File: src/rtl/bin2bcd_iter.sv
// Iterative binary-to-BCD converter: a BCD weight doubles every cycle and is added into a BCD
// accumulator whenever the current operand bit is set; conversion ends once no set bits remain.
module bin2bcd_iter #(
  parameter int unsigned BIN_W  = 10,
  parameter int unsigned DIG    = 4,
  parameter bit          SIGNED = 1'b0
) (
  input  logic             clk,
  input  logic             rst_n,
  input  logic [BIN_W-1:0] bin_i,
  input  logic             in_valid,
  output logic             in_ready,
  output logic [4*DIG-1:0] bcd_o,
  output logic             sign_o,
  output logic             out_valid,
  input  logic             out_ready,
  output logic             busy
);

  localparam int unsigned BcdW = 4 * DIG;

  // True when DIG decimal digits can represent every BIN_W-bit unsigned value.
  function automatic bit digits_fit(input int unsigned bw, input int unsigned dg);
    longint unsigned maxv;
    longint unsigned pow10;
    maxv  = (64'd1 << bw) - 64'd1;
    pow10 = 64'd1;
    for (int unsigned i = 0; i < dg; i++) begin
      pow10 = pow10 * 64'd10;
      if (pow10 > maxv) return 1'b1;
    end
    return 1'b0;
  endfunction

  if (BIN_W < 2 || BIN_W > 32 || !digits_fit(BIN_W, DIG)) begin : g_param_check
    $error("bin2bcd_iter: illegal parameters BIN_W=%0d DIG=%0d", BIN_W, DIG);
  end

  // Digit-serial BCD add; the carry out of the top digit is dropped.
  function automatic logic [BcdW-1:0] bcd_add(input logic [BcdW-1:0] a,
                                               input logic [BcdW-1:0] b);
    logic [BcdW-1:0] sum;
    logic            carry;
    logic [4:0]      dsum;
    sum   = '0;
    carry = 1'b0;
    for (int i = 0; i < int'(DIG); i++) begin
      dsum = {1'b0, a[4*i+:4]} + {1'b0, b[4*i+:4]} + {4'd0, carry};
      if (dsum > 5'd9) begin
        dsum  = dsum - 5'd10;
        carry = 1'b1;
      end else begin
        carry = 1'b0;
      end
      sum[4*i+:4] = dsum[3:0];
    end
    return sum;
  endfunction

  typedef enum logic [1:0] {StIdle, StCalc, StDone} state_e;

  state_e           state_q, state_d;
  logic [BIN_W-1:0] sh_q, sh_d;
  logic [BcdW-1:0]  acc_q, acc_d;
  logic [BcdW-1:0]  wgt_q, wgt_d;
  logic             sign_q, sign_d;

  always_comb begin
    state_d = state_q;
    sh_d    = sh_q;
    acc_d   = acc_q;
    wgt_d   = wgt_q;
    sign_d  = sign_q;
    unique case (state_q)
      StIdle: begin
        if (in_valid) begin
          state_d = StCalc;
          sign_d  = SIGNED && bin_i[BIN_W-1];
          sh_d    = sign_d ? -bin_i : bin_i;
          acc_d   = '0;
          wgt_d   = BcdW'(1);
        end
      end
      StCalc: begin
        if (sh_q[0]) acc_d = bcd_add(acc_q, wgt_q);
        wgt_d = bcd_add(wgt_q, wgt_q);
        sh_d  = sh_q >> 1;
        if (sh_d == '0) state_d = StDone;
      end
      StDone: begin
        if (out_ready) state_d = StIdle;
      end
      default: state_d = StIdle;
    endcase
  end

  always_ff @(posedge clk or negedge rst_n) begin
    if (!rst_n) begin
      state_q <= StIdle;
      sh_q    <= '0;
      acc_q   <= '0;
      wgt_q   <= '0;
      sign_q  <= 1'b0;
    end else begin
      state_q <= state_d;
      sh_q    <= sh_d;
      acc_q   <= acc_d;
      wgt_q   <= wgt_d;
      sign_q  <= sign_d;
    end
  end

  assign in_ready  = (state_q == StIdle);
  assign out_valid = (state_q == StDone);
  assign busy      = (state_q != StIdle);
  assign bcd_o     = acc_q;
  assign sign_o    = sign_q;

endmodule

File: config.mk
export PLATFORM = sky130hd
export DESIGN_NAME = bin2bcd_iter
export DESIGN_NICKNAME = d
export VERILOG_FILES = /design/src/rtl/bin2bcd_iter.sv
export SDC_FILE = /design/constraint.sdc
export NUM_CORES = 1
export LEC_CHECK = 0
export ABC_AREA = 0
export CAP_MARGIN = 20
export CORE_MARGIN = 2
export CORE_UTILIZATION = 50
export CTS_CLUSTER_DIAMETER = 30
export DETAILED_ROUTE_END_ITERATION = 10
export PLACE_DENSITY = 0.73
export SLEW_MARGIN = 20
export SYNTH_ARGS = -nofsm -noshare
export SYNTH_HDL_FRONTEND = slang
export SYNTH_SLANG_ARGS = --single-unit
File: constraint.sdc
create_clock -name clk -period 7.6 [get_ports clk]
set_clock_uncertainty 0.15 [all_clocks]
set_input_delay 1.9 -clock clk [delete_from_list [all_inputs] [get_ports clk]]
set_output_delay 1.9 -clock clk [all_outputs]
set_load 0.01 [all_outputs]
# Yosys cells after proc, flatten, opt, wreduce, memory -nomap -nowiden

Cells that the tools add are included.

Reductions and logical operators: 7
Equal/unequal tests: 6
Order comparisons: 8
Add/subtract/negate cells: 22
Mux-type cells: 34

Operators with widths:

| operator                                                                        | number |
|---|---|
| 16-bit case mux with 2 select lines                                             | 2 |
| 16-bit 2-to-1 mux                                                               | 3 |
| 4-bit by 4-bit adder with 5-bit output                                          | 8 |
| 5-bit by 4-bit greater-than comparator with 1-bit output, second input constant | 8 |
| 4-bit 2-to-1 mux                                                                | 8 |
| 4-bit subtractor, second input constant                                         | 8 |
| 5-bit by 1-bit adder with 5-bit output                                          | 6 |
| 10-bit case mux with 2 select lines                                             | 1 |
| 1-bit 2-to-1 mux                                                                | 15 |
| 10-bit logical NOT                                                              | 1 |
| 10-bit 2-to-1 mux                                                               | 1 |
| 2-bit 2-to-1 mux                                                                | 3 |
| 2-bit != test, second input constant                                            | 3 |
| 2-bit case mux with 3 select lines                                              | 1 |
| 3-bit AND reduction                                                             | 2 |
| 2-bit nonzero test                                                              | 2 |
| 2-bit by 1-bit == test with 1-bit output, second input constant                 | 1 |
| 2-bit == test, second input constant                                            | 1 |
| 2-bit logical NOT                                                               | 1 |
| 2-bit by 1-bit != test with 1-bit output, second input constant                 | 1 |
| 2-bit AND reduction                                                             | 1 |

Input port bits: 14
Flip-flop bits (word level): 44
Output and inout bits: 20

# Longest topological paths before layout

Gate-level depths: netlist (run 1).

Depth after elaboration: 20
Mapped depth: 31

# Worst setup path after synthesis (run 1)

OpenSTA, ideal clock, no wires.

Kind: flip-flop to flip-flop
Start point: reg acc_q[0], in the netlist bcd_o[0]
End point: reg acc_q[14], in the netlist bcd_o[14]
Clock period less this slack: 6.183 ns
Setup slack: 1.417 ns
Cell stages (with the launch flop): 29
Required time: 7.367 ns
Arrival: 5.950 ns
Cells stage by stage: dfrtp_1 ha_1 inv_1 fa_1 xor2_1 nand2_1 a21oi_1 fa_1 inv_1 fa_1 xnor2_1 and2_1 o31a_1 fa_1 inv_1 fa_1 inv_1 and2_1 o31a_1 fa_1 inv_1 fa_1 xor2_1 inv_1 ha_1 a21oi_1 nand3_1 mux2_2 o21ai_0

Cells in the longest elaborated chain, start to end: 20

Ends and longest elaborated chain:

| what                                                                                         | RTL line | source |
|---|---|---|
| start, declared                                                                              | 64       | `logic [BcdW-1:0] acc_q, acc_d;` |
| start signal, assigned                                                                       | 101      | `acc_q <= '0;` |
| start signal, assigned                                                                       | 107      | `acc_q <= acc_d;` |
| 4-bit by 4-bit adder with 5-bit output *                                                     | 48       | `dsum = {1'b0, a[4*i+:4]} + {1'b0, b[4*i+:4]} + {4'd0, carry};` |
| 5-bit by 4-bit greater-than comparator with 1-bit output *                                   | 49       | `if (dsum > 5'd9) begin` |
| 1-bit 2-to-1 mux *                                                                           | 49       |  |
| 1-bit 2-to-1 mux *                                                                           | 85       | `if (sh_q[0]) acc_d = bcd_add(acc_q, wgt_q);` |
| 1-bit 2-to-1 mux *                                                                           | 74       | `unique case (state_q)` |
| 5-bit by 1-bit adder with 5-bit output *                                                     | 48       |  |
| 5-bit by 4-bit greater-than comparator with 1-bit output *                                   | 49       |  |
| 1-bit 2-to-1 mux *                                                                           | 49       |  |
| [4 not listed]                                                                               | -        |  |
| 1-bit 2-to-1 mux *                                                                           | 49       |  |
| 1-bit 2-to-1 mux *                                                                           | 85       |  |
| 1-bit 2-to-1 mux *                                                                           | 74       |  |
| 5-bit by 1-bit adder with 5-bit output *                                                     | 48       |  |
| 4-bit subtractor or 5-bit by 4-bit greater-than comparator with 1-bit output (tied branches) | 50, 49   |  |
| 4-bit 2-to-1 mux *                                                                           | 49       |  |
| 16-bit 2-to-1 mux *                                                                          | 85       |  |
| 16-bit case mux with 2 select lines *                                                        | 74       |  |

Every way passes the cells marked *; elsewhere a longest branch is shown, timed or not. The select of a mux whose other input is x is not followed.
A chain may end at the register's enable or synchronous reset.

# Worst setup path after layout (run 1)

Start point: reg wgt_q[0]
End point: reg acc_q[14], in the netlist bcd_o[14]

Cells in the longest elaborated chain, start to end: 20

Ends and longest elaborated chain:

| what                                                                                         | RTL line | source |
|---|---|---|
| start, declared                                                                              | 65       | `logic [BcdW-1:0] wgt_q, wgt_d;` |
| start signal, assigned                                                                       | 108      | `wgt_q <= wgt_d;` |
| 4-bit by 4-bit adder with 5-bit output *                                                     | 48       |  |
| 5-bit by 4-bit greater-than comparator with 1-bit output *                                   | 49       |  |
| 1-bit 2-to-1 mux *                                                                           | 49       |  |
| 1-bit 2-to-1 mux *                                                                           | 85       |  |
| 1-bit 2-to-1 mux *                                                                           | 74       |  |
| 5-bit by 1-bit adder with 5-bit output *                                                     | 48       |  |
| 5-bit by 4-bit greater-than comparator with 1-bit output *                                   | 49       |  |
| 1-bit 2-to-1 mux *                                                                           | 49       |  |
| [4 not listed]                                                                               | -        |  |
| 1-bit 2-to-1 mux *                                                                           | 49       |  |
| 1-bit 2-to-1 mux *                                                                           | 85       |  |
| 1-bit 2-to-1 mux *                                                                           | 74       |  |
| 5-bit by 1-bit adder with 5-bit output *                                                     | 48       |  |
| 4-bit subtractor or 5-bit by 4-bit greater-than comparator with 1-bit output (tied branches) | 50, 49   |  |
| 4-bit 2-to-1 mux *                                                                           | 49       |  |
| 16-bit 2-to-1 mux *                                                                          | 85       |  |
| 16-bit case mux with 2 select lines *                                                        | 74       |  |

Marked as above.

==> results of run 1 <==
[kinds of logic after synthesis]
family	after synthesis	synth area share
AOI/OAI and AO/OA	106	0.2378
and+or+nand+nor	89	0.1446
DFF	44	0.3677
buffers and inverters	42	0.05432
other	1	0.001252
xor gates and xnor gates	8	0.02340
muxes	7	0.02382
adders and majority gates	31	0.1471
[tightest hold or removal path: cells and delay by family (launching register included)]
kind | cells | cell delay, ns
simple gates | 1 | 0.05
compound gates | 1 | 0.06
flops | 1 | 0.37
[report_power, final]
| part | switching, mW | total (mW) | internal, mW |
|---|---|---|---|
| Sequential | 0.124 | 0.455 | 0.331 |
| Clock | 0.0814 | 0.155 | 0.0739 |
| Combinational | 0.621 | 1.13 | 0.510 |
| Total | 0.826 | 1.74 | 0.914 |
[layout make-up]
type	instances	area share
clock buffers	7	0.02500
clock inverters	1	0.002174
inverters	29	0.03152
multi-input cells	242	0.5011
flip-flops and latches	44	0.3188
well taps	75	0.02717
repair buffers	33	0.09420
[layout by cell type (no fill, tap or decap), drive strengths merged, types with 2 or more instances in the layout]
| cell | n |
|---|---|
| dfrtp | 44 |
| o21ai | 32 |
| nand2 | 31 |
| clkdlybuf4s50 | 31 |
| inv | 29 |
| ha | 24 |
| a21oi | 18 |
| nor2 | 18 |
| nor2b | 11 |
| a22oi | 10 |
| a22o | 10 |
| nor3 | 7 |
| fa | 7 |
| clkbuf | 7 |
| xnor2 | 6 |
| mux2i | 6 |
| nand3 | 5 |
| o211ai | 5 |
| o31a | 4 |
| o22ai | 4 |
| and2 | 3 |
| o31ai | 3 |
| a32o | 3 |
| xor2 | 2 |
| a21o | 2 |
| nand2b | 2 |
| a21boi | 2 |
| nor3b | 2 |
| or2 | 2 |
| o21a | 2 |
| or3 | 2 |
| nand4 | 2 |
| a32oi | 2 |
| nor4 | 2 |
| a211o | 2 |
| a221o | 2 |
| buf | 2 |
[final timing paths]
kind	to	start	slack, ns	cells after the start
max	bcd_o[14]$_DFFE_PN0P_	wgt_q[0]$_DFFE_PN0P_	0.94	26
min	bcd_o[12]$_DFFE_PN0P_	bcd_o[12]$_DFFE_PN0P_	0.37	2
max reg2reg	bcd_o[14]$_DFFE_PN0P_	wgt_q[0]$_DFFE_PN0P_	0.94	26
min reg2reg	bcd_o[12]$_DFFE_PN0P_	bcd_o[12]$_DFFE_PN0P_	0.37	2
max in group asynchronous	sh_q[8]$_DFFE_PN0P_	rst_n	5.47	1
min in group asynchronous	bcd_o[5]$_DFFE_PN0P_	rst_n	1.43	1
[per-layer routing]
metal	global-route usage	vias to the layer above	part of all wire
met5	0	-	0
met4	0.06441	0	0.016
met3	0.04222	10	0.047
met2	0.3754	69	0.48
met1	0.2930	1233	0.46
li1	-	1227	-
[sequential cells by signal, summed over array words and instances (netlist names)]
register  flops
sh_q         10
wgt_q        16
bcd_o        16
state_q       2
==> flow_summary.toml, run 1 <==
[outcome]
outcome = "complete, no violations"

[hold_path]
hp-class = "flip-flop to flip-flop"

[synth]
synth-async-reset-ratio = 1.000
yosys_warnings = 0
ys_top_cells_by_area = "dfrtp_1 37%, ha_1 10%, o21ai_0 5.3%"
synth_seq_cells = 44
synth_area_leader_cell = "dfrtp_1"
avgSynthCellArea_um2 = 9.128
synth_top_area_share = 0.3677
synth_ff_type = "dfrtp_1"
syn_inst = 328
seq_area_frac_synth = 0.3677
synthesis.nets = 373
synth_area_um2 = 2994
ys_top_cells_by_count = "44 x dfrtp_1, 32 x o21ai_0, 31 x nand2_1"
synth_cell_types = 48
synth_edf_count = 0
synth_most_common_cell = "dfrtp_1"

[detailed_routing]
drt_iter0_drc = 117
num_vias = 2539
via_per_inst = 5.891
routed_wl_um = 6533
drc_errors = 0
wl_per_cell_um = 15.16
ant_nets = 0
first_pass_iters = 4

[setup_path]
worstPathRequired_ns = 7.67
crit_type = "flip-flop to flip-flop"
cp_max_fo = 4
cp_common_cell = "fa_1"
critPathBufInv = 4
slowest_delay_ns = 0.46
cp-end-kind = "flip-flop"
cp_slowest_cell = "fa_1"
crit_family = "adder cells"
arrival_ns = 6.73
start_kind = "flip-flop"

[sta]
hold_viol = 0
fmax_ghz = 0.1501
maxSlewHeadroom = 0.5797
final_max_slew_viol_count = 0
finalSetupTns_ns = 0
layout_min_cycle_time_ns = 6.661
hold-worst-slack_ns = 0.3715
worstMarginPinSlew_ns = 0.6292
period_share = 0.8765
timing.final.ws_setup_ns = 0.9390
grt_setup_unrepaired = "false"
setup_viol = 0

[clock_network]
clkSinkCount = 44
post-cts-setup-buffers = 0
cts_root_buf = "clkbuf_8"
cts_buffers = 5
tritoncts = "yes"
ctsResizeCount = 0
worstSkewPairLatency_ns = 0.30
cts-hold-fix-buffers = 0
clk_pin_slew_ns = 0.08
htree_levels = 2
clock_path_buffers = 2

[final_layout]
n_fill_cell = 550
area_growth_pct = 15.34
n_antenna_cell = 0
final_cells = 431
layout-drive-gt1-share = 0.03933
regArea_um2 = 1101
final_area_um2 = 3453
nNetsFinal = 400
utilization = 0.5902
multi_input_area_um2 = 1730

[global_route]
grt_pass1_vias = 2506
grt.total_usage = 0.2235
antenna_found_initial = 0
grt_max_degree = 45
grt_pass1_wl_um = 11570
overflow = 0

[die]
fp.dieH_um = 81.39
die_w_um = 81.39
die_area_um2 = 6624
coreArea_um2 = 5851
rows = 28
start_util = 0.5118
ios = 34

[place]
gp_congestion = 0.8228
dp_slack_ns = 0.9421
io_buffer_count = 32
dp_cells = 423
place_area_um2 = 3357
hpwl_um = 4738

[flow_run]
drv_cap = 0

[pwr]
leakage_nw = 1.557
power_density_nw_per_um2 = 504.1
power_mw = 1.741
ir_drop_uv = 217.9
(Power assumes the default switching activity.)
==> run 2: changes to the inputs <==
- CORE_MARGIN: 2 -> 5
- SKIP_LAST_GASP: default -> 1
==> flow_summary.toml, run 2 (synthesis gave the netlist of run 1 again) <==
[final_layout]
final_cells = 430
area_growth_pct = 15.09
utilization = 0.5855
layout-drive-gt1-share = 0.03662
mostFrequentLayoutCell = "dfrtp_1"
nNetsFinal = 399
final_cell_mix = "44 x dfrtp_1, 32 x o21ai_0, 31 x nand2_1, 31 x clkdlybuf4s50_1, 29 x inv_1"
n_antenna_cell = 0

[global_route]
antenna_found_initial = 0
grt.total_usage = 0.1879
overflow = 0
grt_pass1_wl_um = 11290
grt_max_degree = 45
grt_pass1_vias = 2422

[detailed_routing]
first_pass_iters = 4
num_vias = 2504
drt_iter0_drc = 108
ant_nets = 0
wl_per_cell_um = 15.49
routed_wl_um = 6660
via_per_inst = 5.823
drc_errors = 0

[clock_network]
cts_buffers = 5
clkSinkCount = 44
ctsResizeCount = 0
post-cts-setup-buffers = 0
clock_path_buffers = 2
htree_levels = 2
clk_pin_slew_ns = 0.08
cts_root_buf = "clkbuf_8"
worstSkewPairLatency_ns = 0.31
tritoncts = "yes"
cts-hold-fix-buffers = 0

[setup_path]
cp_slowest_cell = "fa_1"
worstPathRequired_ns = 7.68
cp_common_cell = "fa_1"
start_kind = "flip-flop"
rrSetupSlack_ns = 0.95
slowest_delay_ns = 0.41
cp_max_fo = 4
arrival_ns = 6.72
cp-end-kind = "flip-flop"
rr_worst_depth = 28
crit_type = "flip-flop to flip-flop"

[hold_path]
hp-class = "flip-flop to flip-flop"
min_path_cells = 2

[pwr]
leakage_nw = 1.553
ir_drop_uv = 257.5
power_density_nw_per_um2 = 502.6

[place]
io_buffer_count = 32
hpwl_um = 4887
dp_cells = 422
gp_congestion = 0.8273

[sta]
maxSlewHeadroom = 0.4283
worstMarginPinSlew_ns = 0.8558
hold-worst-slack_ns = 0.3672
period_share = 0.8744
layout_min_cycle_time_ns = 6.645
hold_viol = 0
setup_viol = 0
grt_setup_unrepaired = "false"
fmax_ghz = 0.1505
finalSetupTns_ns = 0
final_max_slew_viol_count = 0

[outcome]
outcome = "complete, no violations"

[die]
start_util = 0.5087
coreArea_um2 = 5886
ios = 34
die_w_um = 87.39
fp.dieH_um = 87.39
die_area_um2 = 7636
rows = 28

[flow_run]
drv_cap = 0
run 2: changes by cell type in the layout (fill, tap and decap cells not counted):
cell and change:
buf_4 -1
run 2: worst max-delay path, delay by kind of cell (launching register included):
family | cells | cell delay (ns)
and+or+nand+nor | 4 | 0.65
DFF | 1 | 0.37
buffers and inverters | 5 | 0.33
muxes | 1 | 0.29
AOI/OAI and AO/OA | 5 | 1.11
xor gates and xnor gates | 4 | 0.99
adders and majority gates | 9 | 2.67
run 2: path summary, 6_finish.rpt:
check,from,to
worst min register to register,sh_q[3]$_DFFE_PN0P_,sh_q[3]$_DFFE_PN0P_
max in group asynchronous,rst_n,sh_q[6]$_DFFE_PN0P_
worst max register to register,bcd_o[0]$_DFFE_PN0P_,bcd_o[14]$_DFFE_PN0P_
min in group asynchronous,rst_n,bcd_o[5]$_DFFE_PN0P_
worst max-delay path,bcd_o[0]$_DFFE_PN0P_,bcd_o[14]$_DFFE_PN0P_
worst min-delay path,sh_q[3]$_DFFE_PN0P_,sh_q[3]$_DFFE_PN0P_
run 2: where the power goes:
| part | internal (mW) | switching [mW] | total (mW) |
|---|---|---|---|
| clock | 0.0739 | 0.0813 | 0.155 |
| sequential | 0.331 | 0.125 | 0.456 |
| combinational | 0.505 | 0.615 | 1.12 |
| total | 0.910 | 0.822 | 1.73 |
run 2: final cells by class:
| cell class | instances | area (um^2) |
|---|---|---|
| Clock inverter | 1 | 7.507 |
| Inverter | 29 | 108.9 |
| Tap cell | 75 | 93.84 |
| Fill cell | 527 | 2440 |
| Timing Repair Buffer | 32 | 317.8 |
| Sequential cell | 44 | 1101 |
| Clock buffer | 7 | 86.33 |
| Multi-Input combinational cell | 242 | 1730 |
run 2: metal layers:
metal,part of all wire,up-vias,global-route usage
li1,-,1217,-
met1,0.43,1197,0.2414
met5,0,-,0
met2,0.49,77,0.3062
met4,0.020,0,0.07252
met3,0.065,13,0.04352
run 2: per-stage QoR:
stage	setup slack, ns	power (mW)	cell area [um^2]
after floorplan	1.417	1.294	2994
after CTS	0.9253	1.743	3443
after detailed placement	0.9553	1.582	3349
after global placement	1.168	1.539	3349
after global routing	0.4131	1.909	3446
final	0.9546	1.732	3446
